[src/rtl/grf_mp_if.sv]
// Bus bundle for grf_mp: read ports, two write ports, issue port and busy count.
// The driving side (decode/writeback) uses master; the register file uses slave.
interface grf_mp_if #(
   parameter int unsigned DATA_W = 32,
   parameter int unsigned ADDR_W = 5,
   parameter int unsigned NUM_RD = 2
);
   localparam int unsigned PC_W  = 32;
   localparam int unsigned CNT_W = ADDR_W + 1;

   logic [NUM_RD*ADDR_W-1:0] rd_addr;
   logic [NUM_RD*DATA_W-1:0] rd_data;
   logic [NUM_RD-1:0]        rd_busy;
   logic                     we0;
   logic [ADDR_W-1:0]        wa0;
   logic [DATA_W-1:0]        wd0;
   logic [PC_W-1:0]          wpc0;
   logic                     we1;
   logic [ADDR_W-1:0]        wa1;
   logic [DATA_W-1:0]        wd1;
   logic [PC_W-1:0]          wpc1;
   logic                     iss_en;
   logic [ADDR_W-1:0]        iss_addr;
   logic [CNT_W-1:0]         busy_cnt;

   modport master (
      output rd_addr, we0, wa0, wd0, wpc0, we1, wa1, wd1, wpc1, iss_en, iss_addr,
      input  rd_data, rd_busy, busy_cnt
   );

   modport slave (
      input  rd_addr, we0, wa0, wd0, wpc0, we1, wa1, wd1, wpc1, iss_en, iss_addr,
      output rd_data, rd_busy, busy_cnt
   );
endinterface

[src/rtl/grf_mp.sv]
// Multi-read, dual-write register file with same-cycle forwarding and a pending-write scoreboard.
// Optional macro GRF_TRACE_EN prints one trace line per committed write.
module grf_mp #(
   parameter int unsigned DATA_W = 32,
   parameter int unsigned ADDR_W = 5,
   parameter int unsigned NUM_RD = 2
) (
   input  logic   clk,
   input  logic   reset,
   grf_mp_if.slave bus
);
   localparam int unsigned DEPTH = 2 ** ADDR_W;
   localparam int unsigned CNT_W = ADDR_W + 1;

   logic [DATA_W-1:0] regs_q [DEPTH];
   logic [DATA_W-1:0] regs_d [DEPTH];
   logic [DEPTH-1:0]  busy_q, busy_d;
   logic [CNT_W-1:0]  cnt_q, cnt_d;
   logic              we0_eff, we1_eff, iss_eff;

   // Writes and issues are inert while reset is held, so nothing leaks through forwarding.
   always_comb begin
      we0_eff = bus.we0 && !reset && (bus.wa0 != '0);
      we1_eff = bus.we1 && !reset && (bus.wa1 != '0);
      iss_eff = bus.iss_en && !reset && (bus.iss_addr != '0);
   end

   // Port 1 is applied last so it wins a same-address conflict.
   always_comb begin
      for (int unsigned i = 0; i < DEPTH; i++) begin
         regs_d[i] = regs_q[i];
      end
      if (we0_eff) regs_d[bus.wa0] = bus.wd0;
      if (we1_eff) regs_d[bus.wa1] = bus.wd1;
   end

   // Clear on write-back first, then set on issue so a new producer wins.
   always_comb begin
      busy_d = busy_q;
      if (we0_eff) busy_d[bus.wa0] = 1'b0;
      if (we1_eff) busy_d[bus.wa1] = 1'b0;
      if (iss_eff) busy_d[bus.iss_addr] = 1'b1;
      cnt_d = '0;
      for (int unsigned i = 0; i < DEPTH; i++) begin
         cnt_d = cnt_d + CNT_W'(busy_d[i]);
      end
   end

   always_ff @(posedge clk or posedge reset) begin
      if (reset) begin
         for (int unsigned i = 0; i < DEPTH; i++) begin
            regs_q[i] <= '0;
         end
         busy_q <= '0;
         cnt_q  <= '0;
      end else begin
         for (int unsigned i = 0; i < DEPTH; i++) begin
            regs_q[i] <= regs_d[i];
         end
         busy_q <= busy_d;
         cnt_q  <= cnt_d;
      end
   end

   // Zero-latency read with write forwarding; forwarded data also masks the busy flag.
   always_comb begin
      logic [ADDR_W-1:0] ra;
      logic              hit0, hit1;
      bus.rd_data = '0;
      bus.rd_busy = '0;
      for (int unsigned k = 0; k < NUM_RD; k++) begin
         ra   = bus.rd_addr[k*ADDR_W +: ADDR_W];
         hit0 = we0_eff && (bus.wa0 == ra);
         hit1 = we1_eff && (bus.wa1 == ra);
         if (ra == '0) begin
            bus.rd_data[k*DATA_W +: DATA_W] = '0;
         end else if (hit1) begin
            bus.rd_data[k*DATA_W +: DATA_W] = bus.wd1;
         end else if (hit0) begin
            bus.rd_data[k*DATA_W +: DATA_W] = bus.wd0;
         end else begin
            bus.rd_data[k*DATA_W +: DATA_W] = regs_q[ra];
         end
         bus.rd_busy[k] = busy_q[ra] && !hit0 && !hit1;
      end
   end

   assign bus.busy_cnt = cnt_q;

`ifdef GRF_TRACE_EN
   always @(posedge clk) begin
      if (we0_eff && !(we1_eff && (bus.wa1 == bus.wa0)))
         $display("%0t@%h: $%0d <= %h", $time, bus.wpc0, bus.wa0, bus.wd0);
      if (we1_eff)
         $display("%0t@%h: $%0d <= %h", $time, bus.wpc1, bus.wa1, bus.wd1);
   end
`else
   logic unused_pc;
   assign unused_pc = ^{bus.wpc0, bus.wpc1};
`endif
endmodule

[src/flat_wrapper.sv]
// flat-port wrapper written by rule: the top's interface ports become plain ports
module grf_mp_flat 
#(
   parameter int unsigned DATA_W = 32,
   parameter int unsigned ADDR_W = 5,
   parameter int unsigned NUM_RD = 2
)
  (clk, reset, bus_rd_addr, bus_we0, bus_wa0, bus_wd0, bus_wpc0, bus_we1, bus_wa1, bus_wd1, bus_wpc1, bus_iss_en, bus_iss_addr, bus_rd_data, bus_rd_busy, bus_busy_cnt);
  grf_mp_if #(.DATA_W(DATA_W), .ADDR_W(ADDR_W), .NUM_RD(NUM_RD)) bus_i ();
  input  logic clk;
  input  logic reset;
  input wire logic [$bits(bus_i.rd_addr)-1:0] bus_rd_addr;
  input wire logic [$bits(bus_i.we0)-1:0] bus_we0;
  input wire logic [$bits(bus_i.wa0)-1:0] bus_wa0;
  input wire logic [$bits(bus_i.wd0)-1:0] bus_wd0;
  input wire logic [$bits(bus_i.wpc0)-1:0] bus_wpc0;
  input wire logic [$bits(bus_i.we1)-1:0] bus_we1;
  input wire logic [$bits(bus_i.wa1)-1:0] bus_wa1;
  input wire logic [$bits(bus_i.wd1)-1:0] bus_wd1;
  input wire logic [$bits(bus_i.wpc1)-1:0] bus_wpc1;
  input wire logic [$bits(bus_i.iss_en)-1:0] bus_iss_en;
  input wire logic [$bits(bus_i.iss_addr)-1:0] bus_iss_addr;
  output wire logic [$bits(bus_i.rd_data)-1:0] bus_rd_data;
  output wire logic [$bits(bus_i.rd_busy)-1:0] bus_rd_busy;
  output wire logic [$bits(bus_i.busy_cnt)-1:0] bus_busy_cnt;
  assign bus_i.rd_addr = bus_rd_addr;
  assign bus_i.we0 = bus_we0;
  assign bus_i.wa0 = bus_wa0;
  assign bus_i.wd0 = bus_wd0;
  assign bus_i.wpc0 = bus_wpc0;
  assign bus_i.we1 = bus_we1;
  assign bus_i.wa1 = bus_wa1;
  assign bus_i.wd1 = bus_wd1;
  assign bus_i.wpc1 = bus_wpc1;
  assign bus_i.iss_en = bus_iss_en;
  assign bus_i.iss_addr = bus_iss_addr;
  assign bus_rd_data = bus_i.rd_data;
  assign bus_rd_busy = bus_i.rd_busy;
  assign bus_busy_cnt = bus_i.busy_cnt;
  grf_mp #(.DATA_W(DATA_W), .ADDR_W(ADDR_W), .NUM_RD(NUM_RD)) u_core (.clk(clk), .reset(reset), .bus(bus_i));
endmodule
[config.mk]
export PLATFORM = sky130hd
export DESIGN_NAME = grf_mp_flat
export DESIGN_NICKNAME = d
export VERILOG_FILES = /design/src/rtl/grf_mp_if.sv /design/src/rtl/grf_mp.sv /design/src/flat_wrapper.sv
export SDC_FILE = /design/constraint.sdc
export NUM_CORES = 2
export LEC_CHECK = 0
export CAP_MARGIN = 30
export CORE_MARGIN = 1.5
export CORE_UTILIZATION = 36
export CTS_CLUSTER_DIAMETER = 50
export DETAILED_ROUTE_END_ITERATION = 8
export GPL_TIMING_DRIVEN = 0
export PLACE_DENSITY_LB_ADDON = 0.15
export SYNTH_ARGS = -nofsm -noshare
export SYNTH_HDL_FRONTEND = slang
export SYNTH_SLANG_ARGS = --single-unit
[constraint.sdc]
create_clock -name clk -period 57.7 [get_ports clk]
set_input_delay 11.54 -clock clk [delete_from_list [all_inputs] [get_ports clk]]
set_output_delay 11.54 -clock clk [all_outputs]
set_load 0.05 [all_outputs]
# Yosys cells after proc, flatten, opt, wreduce, memory -nomap -nowiden
# Index checks and enable logic that the tools add are counted.
[word_totals]
register_bits = 1062
wordCells = 154
[op_classes]
add_sub_neg = 31
order_cmp = 14
eq_ne = 4
muxes = 33
bitwise = 9
n_reduce_logical = 29
[ops]
columns = ["cell", "count"]
rows = [
  ["1024-bit bitwise mux", 2],
  ["1024-bit two-way mux", 2],
  ["32-bit two-way mux", 15],
  ["32-bit binary-select mux with 5-bit select", 2],
  ["32-bit demux with 5-bit select", 2],
  ["6-bit by 1-bit adder with 6-bit output", 30],
  ["32-bit AND", 2],
  ["32-bit NOT", 2],
  ["32-bit OR", 1],
  ["5-bit by 6-bit < comparator with 1-bit output (second input constant)", 5],
  ["6-bit >= comparator (second input constant)", 4],
  ["5-bit NOT with 6-bit output", 4],
  ["5-bit == test", 4],
  ["1-bit logical AND", 19],
  ["1-bit demux with 5-bit select", 3],
  ["5-bit by 1-bit >= comparator with 1-bit output (second input constant)", 3],
  ["5-bit nonzero test", 3],
  ["6-bit by 1-bit < comparator with 1-bit output (second input constant)", 2],
  ["1-bit binary-select mux with 5-bit select", 2],
  ["5-bit zero test", 2],
  ["1-bit zero test", 5],
  ["1-bit two-way mux", 5],
  ["1-bit by 1-bit adder with 2-bit output", 1],
]

# Logic depth before layout (Yosys ltp)
[depth]
depth_word = 42
ltp_mapped = 23

# Worst setup path after synthesis
# No wires, ideal clock.
[synth_path]
kind = "input-to-output"
start = "input port bus_rd_addr[0]"
end = "output port bus_rd_data[27]"
arrival_time_ns = 13.889
t_required_ns = 46.160
path_slack_ns = 32.271
path_stages = 9
path_cell_list = "buf_2 -> buf_4 -> buf_4 -> nor2_1 -> buf_2 -> a221oi_1 -> o22ai_1 -> or3_1 -> a31oi_1"
[synth_between]
elab_chain_len = 7
word_cells_on_any_way = 12
[synth_rtl]
columns = ["item", "line_no", "source"]
rows = [
  ["from (decl)", "flat_wrapper.sv:12", "input wire logic [$bits(bus_i.rd_addr)-1:0] bus_rd_addr;"],
  ["5-bit NOT with 6-bit output (not written as such)", "grf_mp.sv:82", "bus.rd_data[k*DATA_W +: DATA_W] = regs_q[ra];"],
  ["32-bit binary-select mux with 5-bit select", "grf_mp.sv:82", ""],
  ["32-bit two-way mux (not written as such) (2 in a row)", "grf_mp.sv:82", ""],
  ["32-bit two-way mux", "grf_mp.sv:79", "end else if (hit0) begin"],
  ["32-bit two-way mux", "grf_mp.sv:77", "end else if (hit1) begin"],
  ["32-bit two-way mux (*)", "grf_mp.sv:75", "if (ra == '0) begin"],
  ["to (decl)", "flat_wrapper.sv:23", "output wire logic [$bits(bus_i.rd_data)-1:0] bus_rd_data;"],
]
# Mark *: on every way between the ends. The rest lies on a longest branch, timed or not. The select of a mux whose other input is x is not followed.

# Final worst setup path
[layout_path]
start = "input port bus_rd_addr[5]"
end = "output port bus_rd_data[54]"
# Same word-level chain as after synthesis.

==> flow_summary.ini <==
[yosys]
netlist_area_mm2 = 0.0678
syn_inst = 6423
yosysSeqAreaShare_pct = 39.2
synthSimpleGateAreaFrac_pct = 8.49
synth-xor-area-share_pct = 0.297
yosys_most_used_dff = dfrtp_1
ys_seq_elements = 1062
synth_top_family_by_area = multiplexers
synth_compound_area_share_pct = 10.8
synthArstFlopShare_pct = 100
syn_nets = 6613
synth_fa_ha_area_share_pct = 0.857
muxShareOfSynthArea_pct = 34.9
synth.distinct_cells = 62
synth_edf_count = 0
syn_area_per_cell_um2 = 10.6
ys_warn_count = 0

[worst_setup_path]
cp-start-kind = input port
max_stage_delay_ns = 0.98
startpoint = bus_rd_addr[5]
critPathBufInv = 5
endpoint_kind = output pin
critical_path.top_delay_family = buffers and inverters
regToRegSetupSlack_ns = 52.29
crit_top_cell = buf_2
crit_required_ns = 46.16
r2r_start = u_core.busy_q[14]
cp_cell_sequence = buf_2 > buf_2 > buf_2 > nor2_1 > nand3b_1 > clkbuf_2 > o221ai_1 > a21oi_1 > clkdlybuf4s50_1
worstSetupPathType = input port to output pin
cp.arrival_ns = 17.34
cp_max_fo = 13
cpMaxStageDelayCell = clkdlybuf4s50_1

[global_route]
grt.met3_usage_pct = 24.4
grt-ovfl-total = 0
grt_antenna_before_repair = 68
use_met2_pct = 62.0
gr-max-usage-layer = met2
grt_start_max_net_pins = 115
grt_pass1_vias = 61000
grt_pass1_wl_um = 598000
grt_use_met1_pct = 58.6
grt_usage_pct = 47.3

[timing]
final-max-slew-violation-count = 0
timing.fmax_mhz = 34.6
fin_crit_ns = 28.88
hold_violations = 0
tightest_slew_ns = 1.20
max_slew_margin_pct = 19.9
post-route-period-util_pct = 50.0
fin_skew_ns = 0.0199
setup_tns_ns = 0
setup_viol = 0
rsz0062_at_grt = no

[floorplan]
dieHeight_um = 437
dieArea_mm2 = 0.191
initial_core_util_pct = 36.2
fp.coreArea_mm2 = 0.187
io_pins = 230
rows = 159
fp.dieW_um = 437

[placed_design]
place_area_mm2 = 0.0751
io_buffers = 86
gp_congestion = 1.08
dp.cells = 9198
hpwl_um = 337000

[drt]
drt_iter0_drc = 12900
drt_pre_antenna_iters = 7
ant_nets = 0
wl_per_cell_um = 48.3
route.detailed.drc = 0
wl_um = 462000
vias = 66700
vias_per_cell = 6.98

[clock_tree]
clock_path_buffers = 3
htree_num_levels = 4
cts_resized = 0
clk_latency_ns = 0.86
cts_buffers = 167
cts-root-buf = clkbuf_16
cts_tree = done
clock-sinks = 1062
clkTransAtPathRegs_ns = 0.05
postCtsHoldBufs = 0
postCtsSetupRepairBufs = 0

[hold_path]
min_from = u_core.regs_q[1008]
hold_path.class = register to register

[layout]
postLayoutCellArea_mm2 = 0.0811
drive_gt1_share_pct = 20.1
fin_cells = 9561
finalNetCount = 7074
syn_to_final_growth_pct = 19.6
fillers = 18100
utilization_pct = 43.3

[run_status]
status = completed

[job]
drv_cap = 0

[power]
finalPower_w = 0.00313
leakage_nw = 36.2
irDropWorstVdd_uv = 131
p_per_area_mw_per_mm2 = 38.6
==> synthesized netlist by cell type, types with 10 or more instances <==
master / count / share of area, %
inv_1: 49 / 0.27
clkbuf_1: 524 / 2.9
clkbuf_2: 14 / 0.10
a22oi_1: 20 / 0.22
o22ai_1: 27 / 0.25
a31o_2: 11 / 0.14
nor2_1: 665 / 3.7
o21ai_1: 16 / 0.12
mux4_2: 548 / 18
a221oi_1: 19 / 0.25
mux2_2: 55 / 0.91
nor2b_1: 15 / 0.14
a21oi_1: 641 / 4.7
buf_6: 10 / 0.17
a31oi_1: 45 / 0.42
o221ai_1: 34 / 0.44
xnor2_1: 15 / 0.19
nand3_1: 27 / 0.20
a32oi_1: 23 / 0.30
dfrtp_1: 1062 / 39
a22o_1: 12 / 0.16
o21ai_0: 429 / 3.2
fa_1: 24 / 0.71
nor3_1: 21 / 0.16
nand2b_1: 17 / 0.16
mux2i_1: 1067 / 16
buf_4: 26 / 0.29
a32o_1: 11 / 0.16
buf_1: 56 / 0.31
or3_1: 11 / 0.10
nand2_1: 629 / 3.5
buf_2: 195 / 1.4
==> cells by family after synthesis <==
logic type      Yosys count
xor+xnor                 23
compound gates         1323
fa+ha+maj                32
flops                  1062
buf+inv                 877
simple gates           1436
mux                    1670
==> cells in the final DEF (no fill, tap or decap), drive strengths merged, types with 8 or more instances in the layout <==
cell type and count:
a221oi 19, mux4 548, clkinv 39, mux2 55
a21oi 641, a32oi 23, nand3 27, nand2 629
clkdlybuf4s50 86, xor2 8, nor2 668, a22oi 20
ha 8, clkbuf 749, fa 24, a32o 11
a31o 11, bufinv 18, or3 11, diode 49
a31oi 45, buf 493, dfrtp 1062, inv 73
xnor2 15, o221ai 34, nor2b 15, nor4 12
o22ai 27, mux2i 1067, o21ai 445, nand2b 17
clkinvlp 13, a22o 12, nor3 21
==> state kept, by name, summed over array words and instances (netlist names) <==
| name | flops |
|---|---|
| u_core.bus.busy_cnt | 6 |
| u_core.busy_q | 32 |
| u_core.regs_q | 1024 |
==> final cells by class <==
class	instances	area [um^2]	share of cell area [%]
antenna	49	123	0.151
clock inverter	91	1100	1.35
tap	2495	3120	3.85
clock buffer	211	4610	5.68
inverter	52	203	0.250
buffer	825	3590	4.43
timing repair buffer	292	4270	5.27
multi-input combinational	4484	37500	46.2
sequential	1062	26600	32.8
==> routing by layer <==
| layer | vias to the layer above | share of wire (%) |
|---|---|---|
| met1 | 34200 | 36 |
| met4 | 28 | 8.9 |
| met2 | 6358 | 39 |
| met3 | 1731 | 16 |
| li1 | 24300 | - |
| met5 | - | 0.072 |
==> through the flow <==
step,setup WS (ns),hold slack (ns)
floorplan,16.27,0.441
global placement,-1.16,0.452
detailed placement,29.29,0.464
CTS,29.28,0.480
global route,29.15,0.489
finish,28.82,0.477
==> power by group <==
group	internal [W]	switching [W]	total [W]
combinational	0.000426	0.000541	0.000967
clock	0.000649	0.000431	0.00108
sequential	0.000926	0.000158	0.00108
==> final timing paths <==
path	endpoint	cells after the start
worst min register to register	u_core.regs_q[1008]	1
max in group asynchronous	u_core.regs_q[881]	7
worst max-delay path	bus_rd_data[54]	9
worst max register to register	u_core.bus.busy_cnt[4]	19
min in group asynchronous	u_core.regs_q[585]	3
worst min-delay path	u_core.regs_q[1008]	1
No activity file was read; power rests on OpenSTA's default activity.
